`src/rtl/led_anim_pkg.sv`:
```
// Shared encodings for the LED animator: mode select values and per-animation phase enums.
package led_anim_pkg;

  localparam logic [1:0] MODE_CHASE      = 2'd0;
  localparam logic [1:0] MODE_FILL_DRAIN = 2'd1;
  localparam logic [1:0] MODE_BREATHE    = 2'd2;
  localparam logic [1:0] MODE_COMET      = 2'd3;

  // FILL_DRAIN animation phase
  typedef enum logic {
    PhaseFill,
    PhaseDrain
  } fill_phase_e;

  // BREATHE animation phase
  typedef enum logic {
    RampUp,
    RampDown
  } ramp_phase_e;

endpackage

```
`src/rtl/led_step_timer.sv`:
```
// Animation step prescaler: emits a one-cycle tick every max(load,1) cycles.
module led_step_timer #(
  parameter int unsigned STEP_W = 16
) (
  input  logic              clk,
  input  logic              rst,
  input  logic              clr,
  input  logic              hold,
  input  logic [STEP_W-1:0] load,
  output logic              tick
);

  logic [STEP_W-1:0] cnt_q;
  logic [STEP_W-1:0] last;

  // Terminal count; a count already past a newly lowered limit ticks at once and wraps.
  always_comb begin
    last = (load == '0) ? '0 : load - STEP_W'(1);
    tick = !clr && !hold && (cnt_q >= last);
  end

  // Count register: cleared by reset or clr, frozen by hold, wraps on tick.
  always_ff @(posedge clk) begin
    if (rst || clr) begin
      cnt_q <= '0;
    end else if (!hold) begin
      cnt_q <= tick ? '0 : cnt_q + STEP_W'(1);
    end
  end

endmodule

```
`src/rtl/led_animator.sv`:
```
// LED animator: CHASE, FILL_DRAIN, BREATHE and COMET patterns with a registered LED stage.
module led_animator
  import led_anim_pkg::*;
#(
  parameter int unsigned N_LED  = 8,
  parameter int unsigned STEP_W = 16,
  parameter int unsigned PWM_W  = 4
) (
  input  logic              clk,
  input  logic              rst,
  input  logic [1:0]        mode,
  input  logic              enable,
  input  logic [STEP_W-1:0] step_load,
  output logic [N_LED-1:0]  led_out,
  output logic              frame_done
);

  localparam int unsigned POS_W = $clog2(N_LED);
  localparam logic [POS_W-1:0] LAST = POS_W'(N_LED - 1);
  localparam logic [PWM_W-1:0] DMAX = '1;
  localparam logic [PWM_W-1:0] DMAX_M1 = DMAX - PWM_W'(1);
  localparam logic [PWM_W-1:0] DMAX_HALF = DMAX >> 1;
  localparam logic [PWM_W-1:0] DMAX_QTR = DMAX >> 2;

  logic [1:0]       mode_q;
  logic [PWM_W-1:0] pwm_q;
  logic [POS_W-1:0] pos_q, pos_d, pos_dec;
  logic [PWM_W-1:0] duty_q, duty_d;
  logic [N_LED-1:0] bar_q, bar_d;
  fill_phase_e      fill_q, fill_d;
  ramp_phase_e      ramp_q, ramp_d;
  logic             wrap_q, wrap_d;
  logic [N_LED-1:0] led_d;
  logic [N_LED+1:0] comet_v;
  logic             mode_chg;
  logic             tick;

  assign mode_chg = (mode != mode_q);

  led_step_timer #(
    .STEP_W(STEP_W)
  ) u_step_timer (
    .clk (clk),
    .rst (rst),
    .clr (mode_chg),
    .hold(!enable),
    .load(step_load),
    .tick(tick)
  );

  // Next animation state on a step tick; wrap_d flags the tick that ends a frame.
  always_comb begin
    pos_d   = pos_q;
    duty_d  = duty_q;
    bar_d   = bar_q;
    fill_d  = fill_q;
    ramp_d  = ramp_q;
    wrap_d  = 1'b0;
    pos_dec = (pos_q == '0) ? LAST : pos_q - POS_W'(1);
    if (tick) begin
      unique case (mode_q)
        MODE_CHASE, MODE_COMET: begin
          pos_d  = pos_dec;
          wrap_d = (pos_q == '0);
        end
        MODE_FILL_DRAIN: begin
          if (fill_q == PhaseFill) begin
            bar_d = {1'b1, bar_q[N_LED-1:1]};
            // bar fills contiguously from the MSB, so bit 1 set means this shift completes it
            if (bar_q[1]) fill_d = PhaseDrain;
          end else begin
            bar_d = {1'b0, bar_q[N_LED-1:1]};
            if (bar_q[N_LED-1:1] == '0) begin
              fill_d = PhaseFill;
              wrap_d = 1'b1;
            end
          end
        end
        MODE_BREATHE: begin
          if (ramp_q == RampUp) begin
            if (duty_q != DMAX) duty_d = duty_q + PWM_W'(1);
            if (duty_q >= DMAX_M1) ramp_d = RampDown;
          end else begin
            if (duty_q != '0) duty_d = duty_q - PWM_W'(1);
            if (duty_q <= PWM_W'(1)) begin
              ramp_d = RampUp;
              pos_d  = pos_dec;
              wrap_d = (pos_q == '0);
            end
          end
        end
        default: ;
      endcase
    end
  end

  // LED pattern rendered from the current state and PWM phase.
  always_comb begin
    led_d   = '0;
    comet_v = (N_LED + 2)'({pwm_q < DMAX_QTR, pwm_q < DMAX_HALF, pwm_q < DMAX}) << pos_q;
    unique case (mode_q)
      MODE_CHASE:      led_d = N_LED'(1'b1) << pos_q;
      MODE_FILL_DRAIN: led_d = bar_q;
      MODE_BREATHE:    led_d = N_LED'(pwm_q < duty_q) << pos_q;
      MODE_COMET:      led_d = comet_v[N_LED-1:0];  // tail bits past the MSB fall off here
      default:         led_d = '0;
    endcase
  end

  // State and output registers; reset beats mode change, which beats enable.
  always_ff @(posedge clk) begin
    if (rst || mode_chg) begin
      mode_q     <= mode;
      pwm_q      <= '0;
      pos_q      <= LAST;
      duty_q     <= '0;
      bar_q      <= '0;
      fill_q     <= PhaseFill;
      ramp_q     <= RampUp;
      wrap_q     <= 1'b0;
      led_out    <= '0;
      frame_done <= 1'b0;
    end else if (!enable) begin
      led_out    <= '0;
      frame_done <= 1'b0;
    end else begin
      pwm_q      <= (pwm_q == DMAX_M1) ? '0 : pwm_q + PWM_W'(1);
      pos_q      <= pos_d;
      duty_q     <= duty_d;
      bar_q      <= bar_d;
      fill_q     <= fill_d;
      ramp_q     <= ramp_d;
      wrap_q     <= wrap_d;
      led_out    <= led_d;
      frame_done <= wrap_q;  // lands with the first LED value of the new frame
    end
  end

endmodule

```
`config.mk`:
```
export PLATFORM = sky130hd
export DESIGN_NAME = led_animator
export DESIGN_NICKNAME = d
export VERILOG_FILES = /design/src/rtl/led_anim_pkg.sv /design/src/rtl/led_step_timer.sv /design/src/rtl/led_animator.sv
export SDC_FILE = /design/constraint.sdc
export NUM_CORES = 1
export LEC_CHECK = 0
export ABC_AREA = 1
export CAP_MARGIN = 20
export CELL_PAD_IN_SITES_DETAIL_PLACEMENT = 1
export CELL_PAD_IN_SITES_GLOBAL_PLACEMENT = 1
export CORE_UTILIZATION = 38
export DETAILED_ROUTE_END_ITERATION = 10
export HOLD_SLACK_MARGIN = 0.02
export PLACE_DENSITY_LB_ADDON = 0.1
export REMOVE_ABC_BUFFERS = 1
export SYNTH_ARGS = -nofsm -noshare
export SYNTH_HDL_FRONTEND = slang
export SYNTH_HIERARCHICAL = 1
export SYNTH_SLANG_ARGS = --single-unit
```
`constraint.sdc`:
```
create_clock -name clk -period 3.6 [get_ports clk]
set_input_delay 1.08 -clock clk [delete_from_list [all_inputs] [get_ports clk]]
set_output_delay 1.08 -clock clk [all_outputs]
set_load 0.03 [all_outputs]
```
After elaboration in Yosys (flattened, before gate mapping):

Cells that the tools add are included.

* add/subtract/negate cells: 6
* multipliers: 0
* divide/modulo/power cells: 0
* order comparisons: 7
* equality and inequality tests: 9
* shift operators: 3
* multiplexer cells: 24
* bitwise operators: 1
* reductions and logical operators: 17

Operators by type and width (count)
* 2-to-1 mux 16 bit: 2
* case mux 8 bit (4 select lines): 1
* adder 16 x 1 -> 16 bit (second input constant): 1
* >= comparator 16 bit: 1
* zero test 16 bit: 1
* 2-to-1 mux 4 bit: 4
* subtractor 16 x 1 -> 16 bit (second input constant): 1
* 2-to-1 mux 1 bit: 11
* AND reduction 5 bit: 2
* 2-to-1 mux 3 bit: 3
* adder 4 x 1 -> 4 bit (second input constant): 2
* 2-to-1 mux 8 bit: 1
* left shift 1 x 3 -> 8 bit: 1
* left shift 1 x 3 -> 8 bit (first input constant): 1
* left shift 3 x 3 -> 8 bit: 1
* zero test 7 bit: 1
* case mux 3 bit (2 select lines): 1
* AND reduction 3 bit: 2
* == test 2 bit (second input constant): 2
* == test 4 bit (second input constant): 1
* >= comparator 4 bit (second input constant): 1
* less-or-equal comparator 4 x 1 -> 1 bit (second input constant): 1
* < comparator 4 x 2 -> 1 bit (second input constant): 1
* < comparator 4 x 3 -> 1 bit (second input constant): 1
* 19 further kinds: 23

* register bits: 49
* bits in latches: 0
* bits in writable memories: 0
* bits in read-only memories: 0
* input port bits: 21
* word-level logic and storage cells: 78
* memories: 0

Longest topological paths before layout:

Gate-level depths: netlist of run 1.

* depth after elaboration: 5
* gate-level depth with buffers: 26
* gate-level depth less buffers: 26

Cells and area by module:

The synthesis of run 1 kept the hierarchy.

By module, submodules not included
* led_animator: instances 1, cells an instance 239, area an instance 1856.8 µm², seq. area each 680.7 µm²
* led_step_timer: instances 1, cells an instance 257, area an instance 1652.8 µm², seq. area each 320.3 µm²

Worst setup path before layout of run 1:

Ideal clock, no wire load.

* path kind: input to register
* from: in step_load[1]
* to: reg duty_q[2]
* setup time: 0.116 ns
* arrival time: 3.336 ns
* path slack: 0.148 ns
* cell stages on the path: 22
* cells stage by stage: nor2_1 -> nand4_1 -> nor2_2 -> nand2_2 -> nor2_4 -> nand2_1 -> nand2_1 -> nand3_1 -> ha_1 -> nand2_1 -> nor3_1 -> nand2_1 -> nand2_1 -> nand2_2 -> inv_1 -> nand2_4 -> nor2_4 -> o211ai_4 -> a21oi_2 -> nand2_1 -> o21ai_0 -> nor2_1

* longest elaborated chain between the ends: 5
* elaborated cells between the ends (all ways): 6
* those cells by class: add/sub: 1; order compare: 1; mux: 1; reduce/logical: 3

Ends and longest elaborated chain
* start, declared: line led_animator.sv:13 `input logic [STEP_W-1:0] step_load,`
* subtractor 16 x 1 -> 16 bit / zero test 16 bit (equally long branches): line led_step_timer.sv:18 `last = (load == '0) ? '0 : load - STEP_W'(1);`
* 2-to-1 mux 16 bit *: line led_step_timer.sv:18
* >= comparator 16 bit *: line led_step_timer.sv:19 `tick = !clr && !hold && (cnt_q >= last);`
* logical AND 1 bit *: line led_step_timer.sv:19
* net tick: line led_animator.sv:36 `logic tick;`
* AND reduction 5 bit (no line) *
* end signal, assigned: line led_animator.sv:129 `duty_q <= duty_d;`
* end, declared: line led_animator.sv:28 `logic [PWM_W-1:0] duty_q, duty_d;`

The timed path passes the listed nets; every way through them passes the cells marked *.
A chain may end at the register's enable or synchronous reset.

Worst setup path in the final report of run 1:

* from: in step_load[10]
* to: reg pos_q[2]

* longest elaborated chain between the ends: 5
* elaborated cells between the ends (all ways): 6
* those cells by class: add/sub: 1; order compare: 1; mux: 1; reduce/logical: 3

Ends and longest elaborated chain
* subtractor 16 x 1 -> 16 bit / zero test 16 bit (equally long branches): line led_step_timer.sv:18
* 2-to-1 mux 16 bit *: line led_step_timer.sv:18
* >= comparator 16 bit *: line led_step_timer.sv:19
* logical AND 1 bit *: line led_step_timer.sv:19
* net tick: line led_animator.sv:36
* AND reduction 5 bit (no line) *
* end signal, assigned: line led_animator.sv:128 `pos_q <= pos_d;`
* end, declared: line led_animator.sv:27 `logic [POS_W-1:0] pos_q, pos_d, pos_dec;`

Marked as above.

==> flow_summary.toml, run 1 <==
[floorplan]
dieHeight_um = 98.1
io_pins = 30
die_area_mm2 = 0.00962
start_util = 0.397
core-area_mm2 = 0.00885
num_rows = 34
die_w_um = 98.1

[min_path]
min_from = "wrap_q"
hold_path_class = "reg2reg"

[grt]
grt-busiest-layer = "met2"
met3_usage = 0.0236
antenna_found_initial = 0
grt_pass1_wl_um = 16700
grtUsageTotal = 0.214
grt_pass1_vias = 3728
overflow = 0
use_met1 = 0.231
grt_max_degree = 17
gr-usage-met2 = 0.426

[sta]
relSlewSlack = 0.551
hold_violations = 0
whs_ns = 0.463
slew_violations = 0
setup_viol = 2
final.setup_skew_ns = 0.0154
rsz0062_at_grt = "true"
post-route-period-util = 1.00
tightest_slew_ns = 0.673
timing.fmax_mhz = 277
fin_ws_ns = -0.0164
period_minus_slack_ns = 3.62

[route]
antenna_left = 0
routedWlPerCell_um = 14.8
wl_um = 10300
viasPerCell = 5.04
first_pass_iters = 7
drtIter0Drc = 53
drc = 4
vias = 3526

[run_status]
violations = "DRC, setup timing"
status = "finished, violations left"

[placement]
hpwl_um = 7660
io_buffers = 29
place_inst = 674
placed_area_mm2 = 0.00423
place.gp.congestion = 0.827

[cts]
ctsLongestPathBuffers = 2
clk_pin_slew_ns = 0.10
htreeDepth = 2
cts_buffers = 5
insertion_delay_ns = 0.31
cts.sinks = 49
cts_root_buf = "clkbuf_8"
cts_tree = "done"
hold_buffers = 0

[synthesis]
synth_area_per_cell_um2 = 7.08
ys_types = 51
synth_cells = 496
yosys_warnings = 6
synth-edff-count = 2
ys.flop_type = "dfxtp_1"
ys_seq_area_frac = 0.285
ys_async_sr_fraction = 0
syn_area_mm2 = 0.00351
synth_seq_cells = 49

[setup_path]
critical_path.top_delay_family = "simple AND/OR/NAND/NOR gates"
crit_path_max_fanout = 5
rrSetupSlack_ns = 1.40
end_kind = "register"
crit_path_max_incr_delay_ns = 0.32
path_buf_inv = 7
cpMaxStageDelayCell = "nor4_4"
worst-setup-path-type = "in2reg"
cp_data_required_time_ns = 3.86
r2r-start = "u_step_timer/cnt_q[8]"
start_kind = "input port"
crit_start = "step_load[10]"
arrival_ns = 3.88

[pwr]
p_leak_nw = 2.03
ir_worst_vdd_mv = 0.124
cellPowerDensity_mw_per_mm2 = 232

[cells_and_area]
drive_gt1_frac = 0.289
nets = 643
fin_area_mm2 = 0.00474
diodes = 0
fin_cells = 699
syn2layout_area_growth_pct = 34.9

[flow_run]
cap_viol_max_count = 0
==> where the power goes <==
group          total, mW  switching [mW]  internal [mW]
Combinational      0.208           0.118         0.0905
Clock              0.337           0.199          0.138
Sequential         0.555         0.00522          0.550
==> worst min-delay path, delay by kind of cell (launching register included) <==
kind	cells	cell delay [ns]
buffers and inverters	1	0.05
flip-flops	1	0.33
AND/OR/NAND/NOR	1	0.04
==> synth_stat cells (3+ instances only) <==
cell / number / area (um^2)
a21oi_1: 26 / 130
a21oi_2: 9 / 78.8
a31oi_1: 3 / 18.8
buf_6: 4 / 45.0
dfxtp_1: 47 / 941
ha_1: 32 / 400
inv_1: 68 / 255
inv_2: 3 / 11.3
nand2_1: 109 / 409
nand2_2: 5 / 31.3
nand3_1: 33 / 165
nand4_1: 9 / 56.3
nor2_1: 58 / 218
nor2_2: 6 / 37.5
nor2_4: 5 / 56.3
nor3_1: 6 / 30.0
nor4_1: 3 / 18.8
o211ai_1: 5 / 37.5
o21ai_0: 14 / 70.1
o21ai_1: 4 / 20.0
xnor2_1: 3 / 26.3
xor2_1: 8 / 70.1
==> path summary, 6_finish.rpt <==
kind	cells past startpoint	to
setup / recovery	25	pos_q[2]
hold / removal	2	frame_done
setup reg to reg	15	pos_q[2]
hold reg to reg	2	frame_done
==> cell type report <==
class / count / area, um^2
Clock inverter: 3 / 22.5
Timing Repair Buffer: 93 / 783
Tap cell: 108 / 135
Sequential cell: 49 / 1000
Inverter: 76 / 305
Multi-Input combinational cell: 365 / 2420
Clock buffer: 5 / 68.8
Fill cell: 1140 / 4110
==> layer usage <==
| metal | vias up | share of wire |
|---|---|---|
| li1 | 1809 | - |
| met1 | 1658 | 0.40 |
| met2 | 36 | 0.55 |
| met3 | 23 | 0.020 |
| met4 | 0 | 0.024 |
| met5 | - | 0 |
==> logic make-up after synthesis <==
| logic type | after synthesis | synth area share |
|---|---|---|
| flops | 49 | 0.285 |
| xor+xnor | 11 | 0.0275 |
| fa+ha+maj | 32 | 0.114 |
| compound gates | 75 | 0.142 |
| simple gates | 247 | 0.330 |
| buf+inv | 82 | 0.101 |
==> metrics by stage <==
stage                      util  setup TNS (ns)  setup WS [ns]  total power [mW]
after floorplan               -               0          0.138             0.655
after global placement    0.479          -18.81         -0.752             0.740
after detailed placement  0.479          -20.71         -0.856             0.745
after CTS                 0.506               0        0.00153              1.09
after global routing      0.535           -1.94         -0.181              1.16
final                     0.535         -0.0266        -0.0164              1.10
==> registers in the layout, summed over array words and instances (netlist names) <==
name                flops
fill_q                  1
pos_q                   3
duty_q                  4
led_out                 8
u_step_timer/cnt_q     16
frame_done              1
mode_q                  2
pwm_q                   4
ramp_q                  1
bar_q                   8
wrap_q                  1
==> cells in the final DEF (no fill, tap or decap), drive strengths merged, types with 2 or more instances in the layout <==
cell,instances
clkbuf,6
nor4,3
nand3,35
a21oi,35
o21ai,19
nand4,10
o211ai,6
a31oi,4
dlymetal6s2s,3
dlygate4sd2,3
o31ai,2
nor3,7
nand2,115
o21bai,2
nor2,70
edfxtp,2
a211oi,2
o22ai,3
clkdlybuf4s50,13
buf,71
clkdlybuf4s15,2
inv,74
ha,32
clkinv,5
xnor2,3
nand3b,2
or2,3
dfxtp,47
xor2,8
==> repair_timing <==
action,in CTS,in global routing
pin swaps,31,34
gates resized for setup,60,67
setup buffers,14,3
endpoints found under the setup margin,33,33
Note: power is estimated with default switching activity, not from simulation.
==> run 2, diff against run 1 <==
--- a/config.mk
+++ b/config.mk
@@ -14,6 +14,7 @@
 export HOLD_SLACK_MARGIN = 0.02
 export PLACE_DENSITY_LB_ADDON = 0.1
 export REMOVE_ABC_BUFFERS = 1
+export SLEW_MARGIN = 30
 export SYNTH_ARGS = -nofsm -noshare
 export SYNTH_HDL_FRONTEND = slang
 export SYNTH_HIERARCHICAL = 1
==> results of run 2 <==
No change in the layout: final DEF, timing and power equal those of run 1.
